[src/rtl/bus_pkg.sv]
// Shared bus definitions: FSM states, decode regions, open-bus value.
package bus_pkg;

  typedef enum logic [1:0] {
    ST_IDLE = 2'd0,
    ST_REQ  = 2'd1,
    ST_DONE = 2'd2
  } state_e;

  typedef enum logic [1:0] {
    REG_RAM      = 2'd0,
    REG_IO       = 2'd1,
    REG_UNMAPPED = 2'd2
  } region_e;

  // Value driven on DI when nothing answers the CPU.
  localparam logic [7:0] OPEN_BUS = 8'hFF;

endpackage

[src/rtl/bus_resp_if.sv]
// CPU-side bus cycle: address, write strobe/data, read data and ready.
interface bus_resp_if;
  logic [15:0] AB;
  logic        WE;
  logic [7:0]  DO;
  logic [7:0]  DI;
  logic        RDY;

  modport master (output AB, output WE, output DO, input DI, input RDY);
  modport slave  (input AB, input WE, input DO, output DI, output RDY);
endinterface

[src/rtl/bus_decode.sv]
// Combinational CPU address decode into RAM / I/O page / unmapped.
module bus_decode
  import bus_pkg::*;
#(
  parameter logic [7:0] IO_PAGE = 8'hD0
) (
  input  logic [15:0] i_ab,
  output region_e     o_region
);

  logic [7:0] w_unused_ab_lo;
  assign w_unused_ab_lo = i_ab[7:0];

  // RAM takes priority so a low IO_PAGE cannot shadow RAM.
  always_comb begin
    o_region = REG_UNMAPPED;
    if (!i_ab[15])               o_region = REG_RAM;
    else if (i_ab[15:8] == IO_PAGE) o_region = REG_IO;
  end

endmodule

[src/rtl/bus_resp.sv]
// Memory-side bus responder: zero-wait RAM, req/ack I/O, open-bus elsewhere.
// Optional feature macro: BUS_TIMEOUT_EN (aborts stalled I/O accesses).
module bus_resp
  import bus_pkg::*;
#(
  parameter logic [7:0]  IO_PAGE     = 8'hD0,
  parameter int unsigned TIMEOUT_CYC = 16
) (
  input  logic          clk,
  input  logic          rst_n,
  bus_resp_if.slave     cpu,
  output logic [14:0]   ram_addr,
  output logic          ram_we,
  output logic [7:0]    ram_wdata,
  input  logic [7:0]    ram_rdata,
  output logic          io_req,
  output logic          io_we,
  output logic [7:0]    io_addr,
  output logic [7:0]    io_wdata,
  input  logic          io_ack,
  input  logic [7:0]    io_rdata,
  output logic          err,
  input  logic          err_clr
);

  region_e    w_region;
  logic       w_io_hit;
  logic       w_timeout;
  logic [7:0] w_di;
  state_e     r_state;
  logic       r_io_req;
  logic       r_io_we;
  logic [7:0] r_io_addr;
  logic [7:0] r_io_wdata;
  logic [7:0] r_rdata_q;

  bus_decode #(.IO_PAGE(IO_PAGE)) u_decode (
    .i_ab     (cpu.AB),
    .o_region (w_region)
  );

  assign w_io_hit = (w_region == REG_IO);

`ifdef BUS_TIMEOUT_EN
  logic [4:0] r_cnt;
  logic       r_err;

  assign w_timeout = (r_state == ST_REQ) && !io_ack &&
                     (r_cnt == 5'(TIMEOUT_CYC - 1));

  // Count REQ cycles without ack; cleared on REQ entry.
  always_ff @(posedge clk or negedge rst_n) begin
    if (!rst_n)                               r_cnt <= '0;
    else if (r_state == ST_IDLE && w_io_hit)  r_cnt <= '0;
    else if (r_state == ST_REQ && !io_ack && !w_timeout) r_cnt <= r_cnt + 5'd1;
  end

  // Sticky timeout flag; a coincident set overrides the clear.
  always_ff @(posedge clk or negedge rst_n) begin
    if (!rst_n)         r_err <= 1'b0;
    else if (w_timeout) r_err <= 1'b1;
    else if (err_clr)   r_err <= 1'b0;
  end

  assign err = r_err;
`else
  logic w_unused_err_clr;
  assign w_unused_err_clr = err_clr;
  assign w_timeout        = 1'b0;
  assign err              = 1'b0;
`endif

  // I/O access sequencer: latch request, wait for ack (or timeout), complete.
  always_ff @(posedge clk or negedge rst_n) begin
    if (!rst_n) begin
      r_state    <= ST_IDLE;
      r_io_req   <= 1'b0;
      r_io_we    <= 1'b0;
      r_io_addr  <= '0;
      r_io_wdata <= '0;
      r_rdata_q  <= '0;
    end else begin
      case (r_state)
        ST_IDLE: begin
          if (w_io_hit) begin
            r_io_addr  <= cpu.AB[7:0];
            r_io_wdata <= cpu.DO;
            r_io_we    <= cpu.WE;
            r_io_req   <= 1'b1;
            r_state    <= ST_REQ;
          end
        end
        ST_REQ: begin
          if (io_ack) begin
            r_rdata_q <= io_rdata;
            r_io_req  <= 1'b0;
            r_state   <= ST_DONE;
          end else if (w_timeout) begin
            r_rdata_q <= OPEN_BUS;
            r_io_req  <= 1'b0;
            r_state   <= ST_DONE;
          end
        end
        ST_DONE: r_state <= ST_IDLE;
        default: r_state <= ST_IDLE;
      endcase
    end
  end

  // Read data mux: completed I/O, RAM, or open bus.
  always_comb begin
    w_di = OPEN_BUS;
    if (r_state == ST_DONE)       w_di = r_io_we ? OPEN_BUS : r_rdata_q;
    else if (w_region == REG_RAM) w_di = ram_rdata;
  end

  assign cpu.DI    = w_di;
  assign cpu.RDY   = ((r_state == ST_IDLE) && !w_io_hit) || (r_state == ST_DONE);
  assign ram_addr  = cpu.AB[14:0];
  assign ram_wdata = cpu.DO;
  assign ram_we    = cpu.WE && (w_region == REG_RAM) && (r_state == ST_IDLE);
  assign io_req    = r_io_req;
  assign io_we     = r_io_we;
  assign io_addr   = r_io_addr;
  assign io_wdata  = r_io_wdata;

endmodule

[src/flat_wrapper.sv]
// flat-port wrapper written by rule: the top's interface ports become plain ports
module bus_resp_flat import bus_pkg::*;
#(
  parameter logic [7:0]  IO_PAGE     = 8'hD0,
  parameter int unsigned TIMEOUT_CYC = 16
)
  (clk, rst_n, ram_addr, ram_we, ram_wdata, ram_rdata, io_req, io_we, io_addr, io_wdata, io_ack, io_rdata, err, err_clr, cpu_AB, cpu_WE, cpu_DO, cpu_DI, cpu_RDY);
  bus_resp_if cpu_i ();
  input  logic clk;
  input  logic rst_n;
  output logic [14:0] ram_addr;
  output logic ram_we;
  output logic [7:0] ram_wdata;
  input  logic [7:0] ram_rdata;
  output logic io_req;
  output logic io_we;
  output logic [7:0] io_addr;
  output logic [7:0] io_wdata;
  input  logic io_ack;
  input  logic [7:0] io_rdata;
  output logic err;
  input  logic err_clr;
  input wire logic [$bits(cpu_i.AB)-1:0] cpu_AB;
  input wire logic [$bits(cpu_i.WE)-1:0] cpu_WE;
  input wire logic [$bits(cpu_i.DO)-1:0] cpu_DO;
  output wire logic [$bits(cpu_i.DI)-1:0] cpu_DI;
  output wire logic [$bits(cpu_i.RDY)-1:0] cpu_RDY;
  assign cpu_i.AB = cpu_AB;
  assign cpu_i.WE = cpu_WE;
  assign cpu_i.DO = cpu_DO;
  assign cpu_DI = cpu_i.DI;
  assign cpu_RDY = cpu_i.RDY;
  bus_resp #(.IO_PAGE(IO_PAGE), .TIMEOUT_CYC(TIMEOUT_CYC)) u_core (.clk(clk), .rst_n(rst_n), .cpu(cpu_i), .ram_addr(ram_addr), .ram_we(ram_we), .ram_wdata(ram_wdata), .ram_rdata(ram_rdata), .io_req(io_req), .io_we(io_we), .io_addr(io_addr), .io_wdata(io_wdata), .io_ack(io_ack), .io_rdata(io_rdata), .err(err), .err_clr(err_clr));
endmodule
[config.mk]
export PLATFORM = sky130hd
export DESIGN_NAME = bus_resp_flat
export DESIGN_NICKNAME = d
export VERILOG_FILES = /design/src/rtl/bus_pkg.sv /design/src/rtl/bus_resp_if.sv /design/src/rtl/bus_decode.sv /design/src/rtl/bus_resp.sv /design/src/flat_wrapper.sv
export SDC_FILE = /design/constraint.sdc
export NUM_CORES = 1
export LEC_CHECK = 0
export BUFFER_PORTS_ARGS = -buffer_cell sky130_fd_sc_hd__buf_2
export CORE_MARGIN = 4
export CORE_UTILIZATION = 42
export CTS_CLUSTER_SIZE = 24
export DETAILED_ROUTE_END_ITERATION = 12
export GPL_TIMING_DRIVEN = 0
export PLACE_DENSITY_LB_ADDON = 0.05
export SYNTH_ARGS = -nofsm -noshare
export SYNTH_HDL_FRONTEND = slang
export SYNTH_HIERARCHICAL = 1
export SYNTH_SLANG_ARGS = --single-unit
[constraint.sdc]
create_clock -name clk -period 1.9 [get_ports clk]
set_input_delay 0 -clock clk [delete_from_list [all_inputs] [get_ports clk]]
set_output_delay 0 -clock clk [all_outputs]
set_load 0.05 [all_outputs]
Yosys cells after proc, flatten, opt, wreduce, memory -nomap -nowiden

Cells that the tools add are included.

Multiplexer cells: 11
Bitwise gates (word level): 0
Shift operators: 0
$add $sub $neg: 0
Multipliers: 0
Magnitude comparators: 0
Div/mod/pow operators: 0
Eq/ne operators: 6
Reduce and logical (&&, ||, !) cells: 12

Operator list:

| cell                                                   | count |
|---|---|
| two-way mux 8 bit                                      | 3 |
| == test 8 bit (second input constant)                  | 1 |
| two-way mux 2 bit                                      | 4 |
| AND reduction 2 bit                                    | 3 |
| == test 2 x 1 -> 1 bit (second input constant)         | 2 |
| logical NOT 2 bit                                      | 2 |
| one-hot mux 2 bit (2 select lines)                     | 1 |
| logical AND 1 bit                                      | 3 |
| AND reduction 3 bit                                    | 1 |
| == test 2 bit (second input constant)                  | 1 |
| two-way mux 1 bit                                      | 2 |
| inequality test 2 x 1 -> 1 bit (second input constant) | 1 |
| inequality test 2 bit (second input constant)          | 1 |
| one-hot mux 1 bit (2 select lines)                     | 1 |
| nonzero test 2 bit                                     | 1 |
| logical NOT 1 bit                                      | 1 |
| logical OR 1 bit                                       | 1 |

Output and inout port bits: 52
Memories kept: 0
Latch bits: 0
Bits in writable memories: 0
Register bits: 28
Logic and storage cells: 35
ROM bits: 0
Bits of input ports: 45

Depth between registers and ports, before layout

Depth in word-level cells: 7
Mapped depth: 6
Depth with buffers taken out: 4

Hierarchy

The synthesis kept the hierarchy.

By module, submodules not included:

| module     | cells each | instances | area each (um2) |
|---|---|---|---|
| bus_resp   | 119        | 1         | 1455.1 |
| bus_decode | 4          | 1         | 31.3 |

Least setup slack after synthesis

Ideal clock, no wire load.

Path type: flip-flop to output port
From: register u_core.r_io_we (netlist: u_core/io_we)
To: output cpu_DI[0]
Stages on the path, launching flop included: 3
Data required time: 1900 ps
Setup slack: 245 ps
Arrival time: 1655 ps
Cells stage by stage: dfrtp_1 nor3b_2 a32oi_1

Longest elaborated chain between the ends: 2

RTL lines:

| what                           | RTL line           | text |
|---|---|---|
| start, declared                | bus_resp.sv:32     | `logic r_io_we;` |
| start signal, assigned         | bus_resp.sv:88     | `r_io_we <= cpu.WE;` |
| two-way mux 8 bit (2 in a row) | bus_resp.sv:113    | `if (r_state == ST_DONE) w_di = r_io_we ? OPEN_BUS : r_rdata_q;` |
| end, declared                  | flat_wrapper.sv:26 | `output wire logic [$bits(cpu_i.DI)-1:0] cpu_DI;` |

Every way passes these cells.

Worst setup path after layout

From: register u_core.r_state[0]
To: output cpu_DI[5]

Longest elaborated chain between the ends: 2

RTL lines:

| what                   | RTL line        | text |
|---|---|---|
| start, declared        | bus_resp.sv:30  | `state_e r_state;` |
| start signal, assigned | bus_resp.sv:76  | `r_state <= ST_IDLE;` |
| start signal, assigned | bus_resp.sv:90  | `r_state <= ST_REQ;` |
| start signal, assigned | bus_resp.sv:97  | `r_state <= ST_DONE;` |
| == test 2 bit          | bus_resp.sv:113 |  |
| two-way mux 8 bit      | bus_resp.sv:113 |  |

Every way passes these cells.

==> out/results.ini <==
[synth]
ys_ff_latch=28
yosys.area_share.simple=0.0648
yosys_most_used_dff=dfrtp_1
yosys_warnings=6
syn_inst=123
synth_xor_xnor_area_share=0
syn-cell-area_um2=1490
seq_area_frac_synth=0.471
synthMuxAreaShare=0.210
ys_types=24
synth_common_cells=28 x dfrtp_1, 24 x buf_4, 17 x inv_1, 17 x mux2_2
syn_nets=168
synth_most_common_cell=dfrtp_1
synth_top_family_by_area=multiplexers
synth_fa_ha_area_frac=0
synth_edf_count=0
netlist_top_cells_area=dfrtp_1 47%, mux2_2 13%, buf_4 12%
yosysTopAreaCell=dfrtp_1
avgSynthCellArea_um2=12.1
synth_compound_area_frac=0.0606
async_flop_share=1.00
synth.top_cell.area_share=0.471

[power_and_ir_drop]
power.total_mw=1.47
leakage_nw=1.32
max-vdd-ir-drop_mv=0.468
power_density_nw_per_um2=633

[worst_hold_path]
hold_path.class=in -> reg
min_from=io_ack
hold_path_end=u_core/r_state[0]$_DFFE_PN0P_
min_delay_path_depth=3

[global_routing]
grt.total_usage=0.162
grt_pass1_vias=1252
grt_overflow=0
grt_max_degree=29
grt_pass1_wl_mm=5.62
antenna_found_initial=0

[floorplan]
row_count=21
core-area_um2=3390
ios=97
die_width_um=67.5
start_util=0.439
die_area_um2=4550
die_y_um=67.5

[timing]
whs_ns=0.111
post-route-min-period_ns=1.65
fmax_mhz=605
hold_viol=0
fin_ws_ns=0.247
drv_slew=0
worstMarginPinSlew_ns=0.594
period_share=0.870
slew_headroom=0.604
rsz0062_at_grt=false
finalSetupViolations=0
skew_ns=0.00319
fin_tns_setup_ns=0

[drt]
drt-initial-drc-count=25
viasPerCell=4.33
drt_pre_antenna_iters=4
antenna_left=0
wl_per_cell_um=12.0
via_count=1268
drc=0
wirelength_mm=3.52

[setup_path]
path_class=reg -> out
worst-path-stages=4
critical_path_required_ns=1.90
end_kind=primary output
r2r_cells=4
crit_path_max_incr_delay_ns=0.48
r2r-end=u_core/io_we$_DFFE_PN0P_
reg2reg_slack_ns=0.30
cp_num_buf_inv=2
start_kind=register
crit_fanout=8
slowest_stage=dfrtp_1
cp_cell_sequence=nand2b_1 > clkbuf_1 > a32oi_1 > buf_2
cp_top_family=flip-flops
cp.arrival_ns=1.65
r2r_start=u_core/r_state[0]$_DFFE_PN0P_

[outcome]
status=finished, final reports clean

[clocking]
post_cts_resized=0
clock_sinks=28
htreeDepth=1
cts_buffers=3
clk_latency_ns=0.32
cts_buffer_depth=2
cts_root_buffer=clkbuf_4
cts_tree=done
cts.hold.buffers_added=26
clk_pin_slew_worst_paths_ns=0.14
postCtsSetupBuffers=0

[layout]
final_util=0.687
num_antenna_cells=0
syn_to_final_growth_pct=56.6
fin_area_um2=2330
fin_nets=293
drive_above_1_share=0.619
fillers=278
fin_cells=293

[placed_design]
dpl_cell_area_um2=2010
placedCellCount=263
dp_slack_ns=0.218
portBuffers=94
gp_congestion=0.646
dp_hpwl_mm=2.63

[flow_run]
maxCapViolCount=0

==> worst max path at each step <==
stage	startpoint	end	slack, ns
finish	u_core/r_state[0]$_DFFE_PN0P_	cpu_DI[5]	0.25
global route	u_core/r_state[0]$_DFFE_PN0P_	cpu_DI[5]	0.09
CTS	u_core/r_state[0]$_DFFE_PN0P_	cpu_DI[7]	0.24
detailed placement	cpu_AB[10]	u_core/io_addr[7]$_DFFE_PN0P_	0.22
global placement	cpu_AB[10]	u_core/io_addr[3]$_DFFE_PN0P_	0.24
floorplan	u_core/io_we$_DFFE_PN0P_	cpu_DI[0]	0.25
==> worst reg2reg max path: stages (launching register included) <==
cell and delay [ns]:
dfrtp_1 0.48, nor4b_2 0.36, buf_6 0.22, buf_12 0.16, mux2_4 0.30
==> area by class of cell <==
class / count / area (µm²) / share of cell area
repair buffers: 120 / 731 / 0.314
plain buffers: 28 / 220 / 0.0946
flip-flops and latches: 28 / 701 / 0.301
inverters: 17 / 63.8 / 0.0274
well taps: 46 / 57.6 / 0.0247
clock inverters: 1 / 30.0 / 0.0129
multi-input cells: 50 / 502 / 0.216
clock buffers: 3 / 22.5 / 0.00968
==> placed cells by master (no fill, tap or decap) <==
master / count
a21boi_0: 1
a21o_1: 1
a21oi_1: 1
a32oi_1: 8
and3_1: 2
and4bb_1: 1
buf_12: 1
buf_2: 95
buf_4: 24
buf_6: 1
bufinv_16: 1
clkbuf_1: 1
clkbuf_4: 3
conb_1: 1
dfrtp_1: 28
dlygate4sd3_1: 26
inv_1: 17
mux2_2: 17
mux2_4: 8
nand2b_1: 1
nand3b_1: 1
nor2_1: 3
nor3_1: 1
nor3b_1: 1
nor3b_2: 1
nor4b_2: 1
or2_2: 1
==> power breakdown <==
part	switching, mW	internal (mW)
Clock	0.167	0.213
Sequential	0.0151	0.624
Combinational	0.285	0.169
Total	0.467	1.01
==> layer usage <==
metal  vias up  GRT usage  share of wire
met3         2     0.0200          0.090
li1        639          -              -
met5         -          0              0
met1       570      0.195           0.40
met4         0     0.0380         0.0034
met2        57      0.303           0.51
==> logic make-up (layout without fill, tap and decap cells) <==
group,Yosys count,in the layout
buf+inv,45,169
mux,25,25
simple gates,13,13
flops,28,28
compound gates,11,11
other cells,1,1
==> state kept, by name, summed over array words and instances, names as in the netlist <==
| name | cells |
|---|---|
| u_core/io_addr | 8 |
| u_core/io_we | 1 |
| u_core/io_wdata | 8 |
| u_core/r_state | 2 |
| u_core/io_req | 1 |
| u_core/r_rdata_q | 8 |
(Power assumes the default switching activity.)
